[config.mk]
export PLATFORM = sky130hd
export DESIGN_NAME = axi_burst_write_master
export DESIGN_NICKNAME = d
export VERILOG_FILES = /design/src/rtl/axi_burst_write_master.sv
export SDC_FILE = /design/constraint.sdc
export NUM_CORES = 1
export LEC_CHECK = 0
export ABC_AREA = 1
export CORE_AREA = 2 2 103 105
export CTS_CLUSTER_SIZE = 10
export DETAILED_ROUTE_END_ITERATION = 10
export DIE_AREA = 0 0 105 107
export GPL_TIMING_DRIVEN = 0
export PLACE_DENSITY = 0.86
export SYNTH_ARGS = -nofsm -noshare
export SYNTH_HDL_FRONTEND = slang
export SYNTH_SLANG_ARGS = --single-unit
[constraint.sdc]
create_clock -name ACLK -period 2.6 [get_ports ACLK]
set_input_delay 0.26 -clock ACLK [delete_from_list [all_inputs] [get_ports ACLK]]
set_output_delay 0.26 -clock ACLK [all_outputs]
set_load 0.02 [all_outputs]
[src/rtl/axi_burst_write_master.sv]
`default_nettype none
// +--------------------------------------------------------------------------+
// | axi_burst_write_master: single-outstanding AXI4 INCR burst write source  |
// | Data is an incrementing pattern from a per-command seed. Optional        |
// | AXI_BWM_AW_W_PARALLEL_EN issues AW and W concurrently.                   |
// | Revision: 1.0                                                            |
// +--------------------------------------------------------------------------+
module axi_burst_write_master #(
  parameter int ADDR_W = 32,
  parameter int DATA_W = 32,
  parameter int ID_W   = 4,
  parameter int M_ID   = 0,
  parameter int LEN_W  = 4
) (
  input  logic                ACLK,
  input  logic                ARESET,
  input  logic                cmd_valid,
  output logic                cmd_ready,
  input  logic [ADDR_W-1:0]   cmd_addr,
  input  logic [LEN_W-1:0]    cmd_len,
  input  logic [DATA_W-1:0]   cmd_data,
  output logic                rsp_valid,
  output logic [1:0]          rsp_resp,
  output logic [ID_W-1:0]     M_AWID,
  output logic [ADDR_W-1:0]   M_AWADDR,
  output logic [LEN_W-1:0]    M_AWLEN,
  output logic [2:0]          M_AWSIZE,
  output logic [1:0]          M_AWBURST,
  output logic                M_AWVALID,
  input  logic                M_AWREADY,
  output logic [DATA_W-1:0]   M_WDATA,
  output logic [DATA_W/8-1:0] M_WSTRB,
  output logic                M_WLAST,
  output logic                M_WVALID,
  input  logic                M_WREADY,
  input  logic [ID_W-1:0]     M_BID,
  input  logic [1:0]          M_BRESP,
  input  logic                M_BVALID,
  output logic                M_BREADY
);

  localparam int BYTES = DATA_W / 8;
  localparam int SIZE  = $clog2(BYTES);

  typedef enum logic [1:0] {
    S_IDLE = 2'd0,
    S_ADDR = 2'd1,
    S_DATA = 2'd2,
    S_RESP = 2'd3
  } state_t;

  state_t              state, state_nxt;
  logic [ADDR_W-1:0]   addr_q;
  logic [LEN_W-1:0]    len_q;
  logic [LEN_W-1:0]    beat_q;
  logic [DATA_W-1:0]   wdata_q;
  logic                bready_q;
  logic                rsp_valid_q;
  logic [1:0]          rsp_resp_q;
  logic                accept, cross_4k, aw_hs, w_hs, w_last, b_hs;
  logic [31:0]         span_end;

  assign accept   = cmd_valid && (state == S_IDLE);
  assign span_end = 32'(cmd_addr[11:0]) + (32'(cmd_len) + 32'd1) * 32'(BYTES);
  assign cross_4k = span_end > 32'd4096;
  assign w_last   = (beat_q == len_q);
  assign aw_hs    = M_AWVALID && M_AWREADY;
  assign w_hs     = M_WVALID && M_WREADY;
  assign b_hs     = bready_q && M_BVALID;

`ifdef AXI_BWM_AW_W_PARALLEL_EN
  logic aw_done_q, w_done_q;
  assign M_AWVALID = (state == S_ADDR) && !aw_done_q;
  assign M_WVALID  = (state == S_ADDR) && !w_done_q;
`else
  assign M_AWVALID = (state == S_ADDR);
  assign M_WVALID  = (state == S_DATA);
`endif

  assign cmd_ready = (state == S_IDLE);
  assign M_AWID    = (state == S_IDLE) ? '0 : ID_W'(M_ID);
  assign M_AWADDR  = addr_q;
  assign M_AWLEN   = len_q;
  assign M_AWSIZE  = 3'(SIZE);
  assign M_AWBURST = 2'b01;
  assign M_WDATA   = wdata_q;
  assign M_WSTRB   = '1;
  assign M_WLAST   = M_WVALID && w_last;
  assign M_BREADY  = bready_q;
  assign rsp_valid = rsp_valid_q;
  assign rsp_resp  = rsp_resp_q;

  always_comb begin
    state_nxt = state;
    case (state)
      S_IDLE: if (accept) state_nxt = cross_4k ? S_IDLE : S_ADDR;
`ifdef AXI_BWM_AW_W_PARALLEL_EN
      S_ADDR: if ((aw_done_q || aw_hs) && (w_done_q || (w_hs && w_last)))
                state_nxt = S_RESP;
`else
      S_ADDR: if (aw_hs) state_nxt = S_DATA;
`endif
      S_DATA: if (w_hs && w_last) state_nxt = S_RESP;
      S_RESP: if (b_hs) state_nxt = S_IDLE;
      default: state_nxt = S_IDLE;
    endcase
  end

  always_ff @(posedge ACLK or posedge ARESET) begin
    if (ARESET) begin
      state       <= S_IDLE;
      addr_q      <= '0;
      len_q       <= '0;
      beat_q      <= '0;
      wdata_q     <= '0;
      bready_q    <= 1'b0;
      rsp_valid_q <= 1'b0;
      rsp_resp_q  <= 2'b00;
    end else begin
      state       <= state_nxt;
      rsp_valid_q <= 1'b0;
      // BREADY is registered, so it rises one cycle after RESP is entered
      bready_q    <= (state == S_RESP) && !b_hs;
      if (accept) begin
        addr_q  <= cmd_addr & ~ADDR_W'(BYTES - 1);
        len_q   <= cmd_len;
        wdata_q <= cmd_data;
        beat_q  <= '0;
        if (cross_4k) begin
          rsp_valid_q <= 1'b1;
          rsp_resp_q  <= 2'b10;
        end
      end
      if (w_hs) begin
        wdata_q <= wdata_q + DATA_W'(1);
        beat_q  <= beat_q + LEN_W'(1);
      end
      if (b_hs) begin
        rsp_valid_q <= 1'b1;
        rsp_resp_q  <= (M_BID == ID_W'(M_ID)) ? M_BRESP : 2'b10;
      end
    end
  end

`ifdef AXI_BWM_AW_W_PARALLEL_EN
  always_ff @(posedge ACLK or posedge ARESET) begin
    if (ARESET) begin
      aw_done_q <= 1'b0;
      w_done_q  <= 1'b0;
    end else if (accept) begin
      aw_done_q <= 1'b0;
      w_done_q  <= 1'b0;
    end else begin
      if (aw_hs)           aw_done_q <= 1'b1;
      if (w_hs && w_last)  w_done_q  <= 1'b1;
    end
  end
`endif

endmodule
`default_nettype wire

Word-level counts from Yosys, hierarchy flattened
Index checks and enable logic that the tools add are counted.
- add/subtract/negate cells: 4
- magnitude comparators: 1
- equality and inequality tests: 8
- multiplexer cells: 17
- reduce and logical (&&, ||, !) cells: 15
- operators with widths (cell ; count):
    2-to-1 mux 32 bit ; 2
    adder 32 x 1 -> 32 bit, second input constant ; 1
    2-to-1 mux 2 bit ; 8
    adder 12 x 7 -> 13 bit ; 1
    > comparator 13 bit, second input constant ; 1
    2-to-1 mux 4 bit ; 2
    case mux 2 bit (4 select lines) ; 1
    logical AND 1 bit ; 7
    inequality test 2 x 1 -> 1 bit, second input constant ; 3
    nonzero test 2 bit ; 3
    adder 4 x 1 -> 5 bit, second input constant ; 1
    adder 4 x 1 -> 4 bit, second input constant ; 1
    equality test 2 bit, second input constant ; 2
    equality test 4 bit ; 1
    logical NOT 4 bit ; 1
    2-to-1 mux 1 bit ; 4
    AND reduction 4 bit ; 1
    equality test 2 x 1 -> 1 bit, second input constant ; 1
    logical NOT 2 bit ; 1
    inequality test 2 bit, second input constant ; 1
    AND reduction 2 bit ; 1
    logical NOT 1 bit ; 1
- register bits after elaboration: 76
- input bits: 80

Depth between registers and ports, before layout
- depth after elaboration: 6
- gate-level depth with buffers: 14
- depth with buffers taken out: 14

Worst setup path before layout
No wires, ideal clock.
- path type: input-to-reg
- from: input cmd_len[0]
- to: register rsp_resp_q[1] (netlist: rsp_resp[1])
- setup time: 0.117 ns
- arrival time: 1.706 ns
- setup slack: 0.777 ns
- stages on the path: 12
- buffers on the path: 0
- path through: ha_1 xor2_1 ha_1 or2_2 nand3_1 nand2_1 inv_1 nand4_1 nand3_1 nand2_1 nand2_1 nand2_1
- word-level cells in the longest chain between the ends: 5
- ends and longest elaborated chain (item ; line ; text):
    start, declared ; 20 ; input logic [LEN_W-1:0] cmd_len,
    adder 4 x 1 -> 5 bit ; 64 ; assign span_end = 32'(cmd_addr[11:0]) + (32'(cmd_len) + 32'd1) * 32'(BYTES);
    adder 12 x 7 -> 13 bit ; 64 ;
    > comparator 13 bit ; 65 ; assign cross_4k = span_end > 32'd4096;
    nonzero test 2 bit (no source line) ; - ;
    AND reduction 2 bit (no source line) ; - ;
    end signal, assigned ; 140 ; rsp_resp_q <= (M_BID == ID_W'(M_ID)) ? M_BRESP : 2'b10;
    end, declared ; 59 ; logic [1:0] rsp_resp_q;
Every way passes these cells.
A chain may end at the register's enable or synchronous reset.

Worst setup path after layout
- from: register state[0]
- to: register wdata_q[29] (netlist: M_WDATA[29])
- word-level cells in the longest chain between the ends: 3
- elaborated cells on any way between the ends: 6
- classes of those cells: 1 x eq/ne; 1 x mux; 4 x reduce/logical
- ends and longest elaborated chain (item ; line ; text):
    start, declared ; 52 ; state_t state, state_nxt;
    start signal, assigned ; 120 ; state <= state_nxt;
    equality test 2 bit / logical NOT 2 bit (equally long branches) ; 77, 63 ;
    logical AND 1 bit (on tied branches) ; 68, 63 ;
    2-to-1 mux 32 bit / nonzero test 2 bit (equally long branches) ; - ;
    end signal, assigned ; 127 ; wdata_q <= cmd_data;
    end signal, assigned ; 135 ; wdata_q <= wdata_q + DATA_W'(1);
    end, declared ; 56 ; logic [DATA_W-1:0] wdata_q;
Several ways; a longest one is shown, not always the timed one.

==> results.sh <==
export IMPL_path_class="flip-flop to flip-flop"
export IMPL_rr_startpoint="state[0]$_DFFE_PP0P_"
export IMPL_nFillCells=876
export IMPL_nets=874
export IMPL_arrival_ps=2520
export IMPL_dp_cells=904
export IMPL_drv_cap=0
export IMPL_outcome="complete, no violations"
export IMPL_startpoint="state[0]$_DFFE_PP0P_"
export IMPL_place_worst_setup_slack_ps=121
export IMPL_ios=169
export IMPL_grt_start_max_net_pins=59
export IMPL_min_period_ps=2220
export IMPL_coreArea_um2=10100
export IMPL_drc=0
export IMPL_synthSimpleGateAreaFrac_pct=33.0
export IMPL_seq_area_frac_synth_pct=42.4
export IMPL_grt_use_total_pct=25.5
export IMPL_synth_top_family_by_area="simple AND/OR/NAND/NOR gates"
export IMPL_crit_fanout=10
export IMPL_ys_types=37
export IMPL_initial_utilization_pct=44.5
export IMPL_drive_gt1_share_pct=6.76
export IMPL_regArea_um2=1900
export IMPL_layout_commonest_cell="nand2_1"
export IMPL_clk_pin_slew_ps=90
export IMPL_synth_seq_cells=76
export IMPL_drt_first_pass_iters=5
export IMPL_htreeDepth=3
export IMPL_die_x_um=105
export IMPL_setup_violations=0
export IMPL_r2r_end="M_WDATA[29]$_DFFE_PP0P_"
export IMPL_syn_instance_count=601
export IMPL_drt_total_wl_um=14000
export IMPL_cts_root_buf="clkbuf_8"
export IMPL_fin_setup_tns_ps=0
export IMPL_synth_compound_area_share_pct=6.97
export IMPL_cts_buffers=9
export IMPL_finalClockSkew_ps=10.5
export IMPL_cts_hold_buf=0
export IMPL_ys_warn_count=0
export IMPL_grt_pass1_wl_um=22400
export IMPL_final_cell_mix="nand2_1 (246), clkdlybuf4s50_1 (153), dfrtp_1 (76)"
export IMPL_drt_iter0_drc=260
export IMPL_avgSynthCellArea_um2=7.47
export IMPL_hold_viol=0
export IMPL_endpoint="M_WDATA[29]$_DFFE_PP0P_"
export IMPL_design_area_um2=6490
export IMPL_syn_area_um2=4490
export IMPL_synthAdderAreaFrac_pct=4.35
export IMPL_reg2reg_depth=8
export IMPL_grt_overflow=0
export IMPL_post_cts_resized=0
export IMPL_crit_path_start_kind="flip-flop"
export IMPL_synth_flop_cell="dfrtp_1"
export IMPL_multi_input_area_um2=2250
export IMPL_die_area_um2=11200
export IMPL_hold_class="input port to async pin"
export IMPL_crit_path_end_kind="flip-flop"
export IMPL_routedWlPerCell_um=15.2
export IMPL_synth_edf_count=0
export IMPL_postCtsSetupBuffers=0
export IMPL_leakage_uw=0.00302
export IMPL_avgViaCountPerCell=5.02
export IMPL_final_cells=920
export IMPL_numPortBuffers=153
export IMPL_slew_viol_final=0
export IMPL_required_ps=2900
export IMPL_async_reset_ff_share_pct=100
export IMPL_power_per_cell_area_nw_per_um2=1060
export IMPL_r2r_slack_ps=380
export IMPL_muxShareOfSynthArea_pct=0
export IMPL_peakVddDrop_mv=0.687
export IMPL_place_area_um2=6270
export IMPL_period_share_pct=85.2
export IMPL_clock_path_buffers=2
export IMPL_grt_pass1_vias=4640
export IMPL_dp_hpwl_um=10800
export IMPL_row_count=37
export IMPL_worst_slack_ps=385
export IMPL_synth_xor_area_share_pct=4.49
export IMPL_cts_tree="done"
export IMPL_drtAntennaViolNets=0
export IMPL_antenna_found_initial=0
export IMPL_rsz0062_at_grt="false"
export IMPL_gp_congestion=0.913
export IMPL_dr_total_vias=4622
export IMPL_clock_fmax_mhz=451
export IMPL_clock_sinks=76
export IMPL_antenna_cells=0
export IMPL_die_y_um=107
export IMPL_clock_latency_ps=360
export IMPL_area_delta_synth_final_pct=44.7
[area by class of cell]
class | instances | share of cell area [%]
sequential | 76 | 29.3
multi-input combinational | 455 | 34.6
tap | 136 | 2.62
inverter | 53 | 3.10
clock buffer | 11 | 2.18
clock inverter | 5 | 1.31
buffer | 30 | 2.87
timing repair buffer | 154 | 24.0
[critical path, stage by stage (launching register included)]
cell and delay, ps:
dfrtp_1 420, inv_1 100, ha_1 260, nand2_1 220, nand2_1 320, inv_1 350, buf_2 310, nand2_1 90
nand3_1 80
[power by group]
| group | total (uW) | internal [uW] | switching [uW] |
|---|---|---|---|
| combinational | 3590 | 1580 | 2010 |
| clock | 1050 | 571 | 475 |
| sequential | 2230 | 1710 | 515 |
| total | 6870 | 3860 | 3000 |
[sequential cells by signal, indices dropped and copies added, names as in the netlist]
| name | flops |
|---|---|
| M_AWADDR | 30 |
| M_AWLEN | 4 |
| M_BREADY | 1 |
| M_WDATA | 32 |
| beat_q | 4 |
| rsp_resp | 2 |
| rsp_valid | 1 |
| state | 2 |
[cells in the mapped netlist (all sizes together) (7+ instances only)]
cell	number	area share [%]
a21oi	10	1.1
buf	23	3.6
clkbuf	7	0.59
dfrtp	76	42
ha	14	3.9
inv	53	4.4
nand2	246	21
nand3	33	3.8
nand3b	7	1.2
nor2	38	3.6
nor3	17	2.2
o211ai	11	1.8
o21ai	17	1.9
xor2	22	4.3
[worst min-delay path by stage]
stage	endpoint	slack (ps)
2_1_floorplan	M_AWADDR[10]$_DFFE_PP0P_	370
4_1_cts	M_AWADDR[18]$_DFFE_PP0P_	200
6_report	M_AWADDR[20]$_DFFE_PP0P_	190
3_3_place_gp	M_AWADDR[30]$_DFFE_PP0P_	460
3_5_place_dp	M_AWADDR[22]$_DFFE_PP0P_	470
5_1_grt	M_AWADDR[20]$_DFFE_PP0P_	200
[logic make-up (layout without fill, tap and decap cells)]
logic type,count (synthesis),after routing
buf+inv,83,253
simple gates,352,352
other cells,2,15
compound gates,50,50
fa+ha+maj,15,15
flops,76,76
xor+xnor,23,23
[through the flow]
stage | utilization, % | hold slack [ps] | power [uW]
after floorplan | - | 370 | 4160
after global placement | 61.8 | 462 | 5710
after detailed placement | 62.1 | 469 | 5830
after CTS | 64.3 | 198 | 6890
after global routing | 64.3 | 203 | 7320
final | 64.3 | 191 | 6870
[layer usage]
metal	share of wire (%)	vias up	GRT usage [%]	wire length, um
met4	2.7	0	10.5	374
li1	-	2240	-	-
met1	39	2125	29.6	5420
met3	9.9	29	7.72	1380
met2	49	228	43.9	6790
met5	0	-	0	0
(Power assumes the default switching activity.)
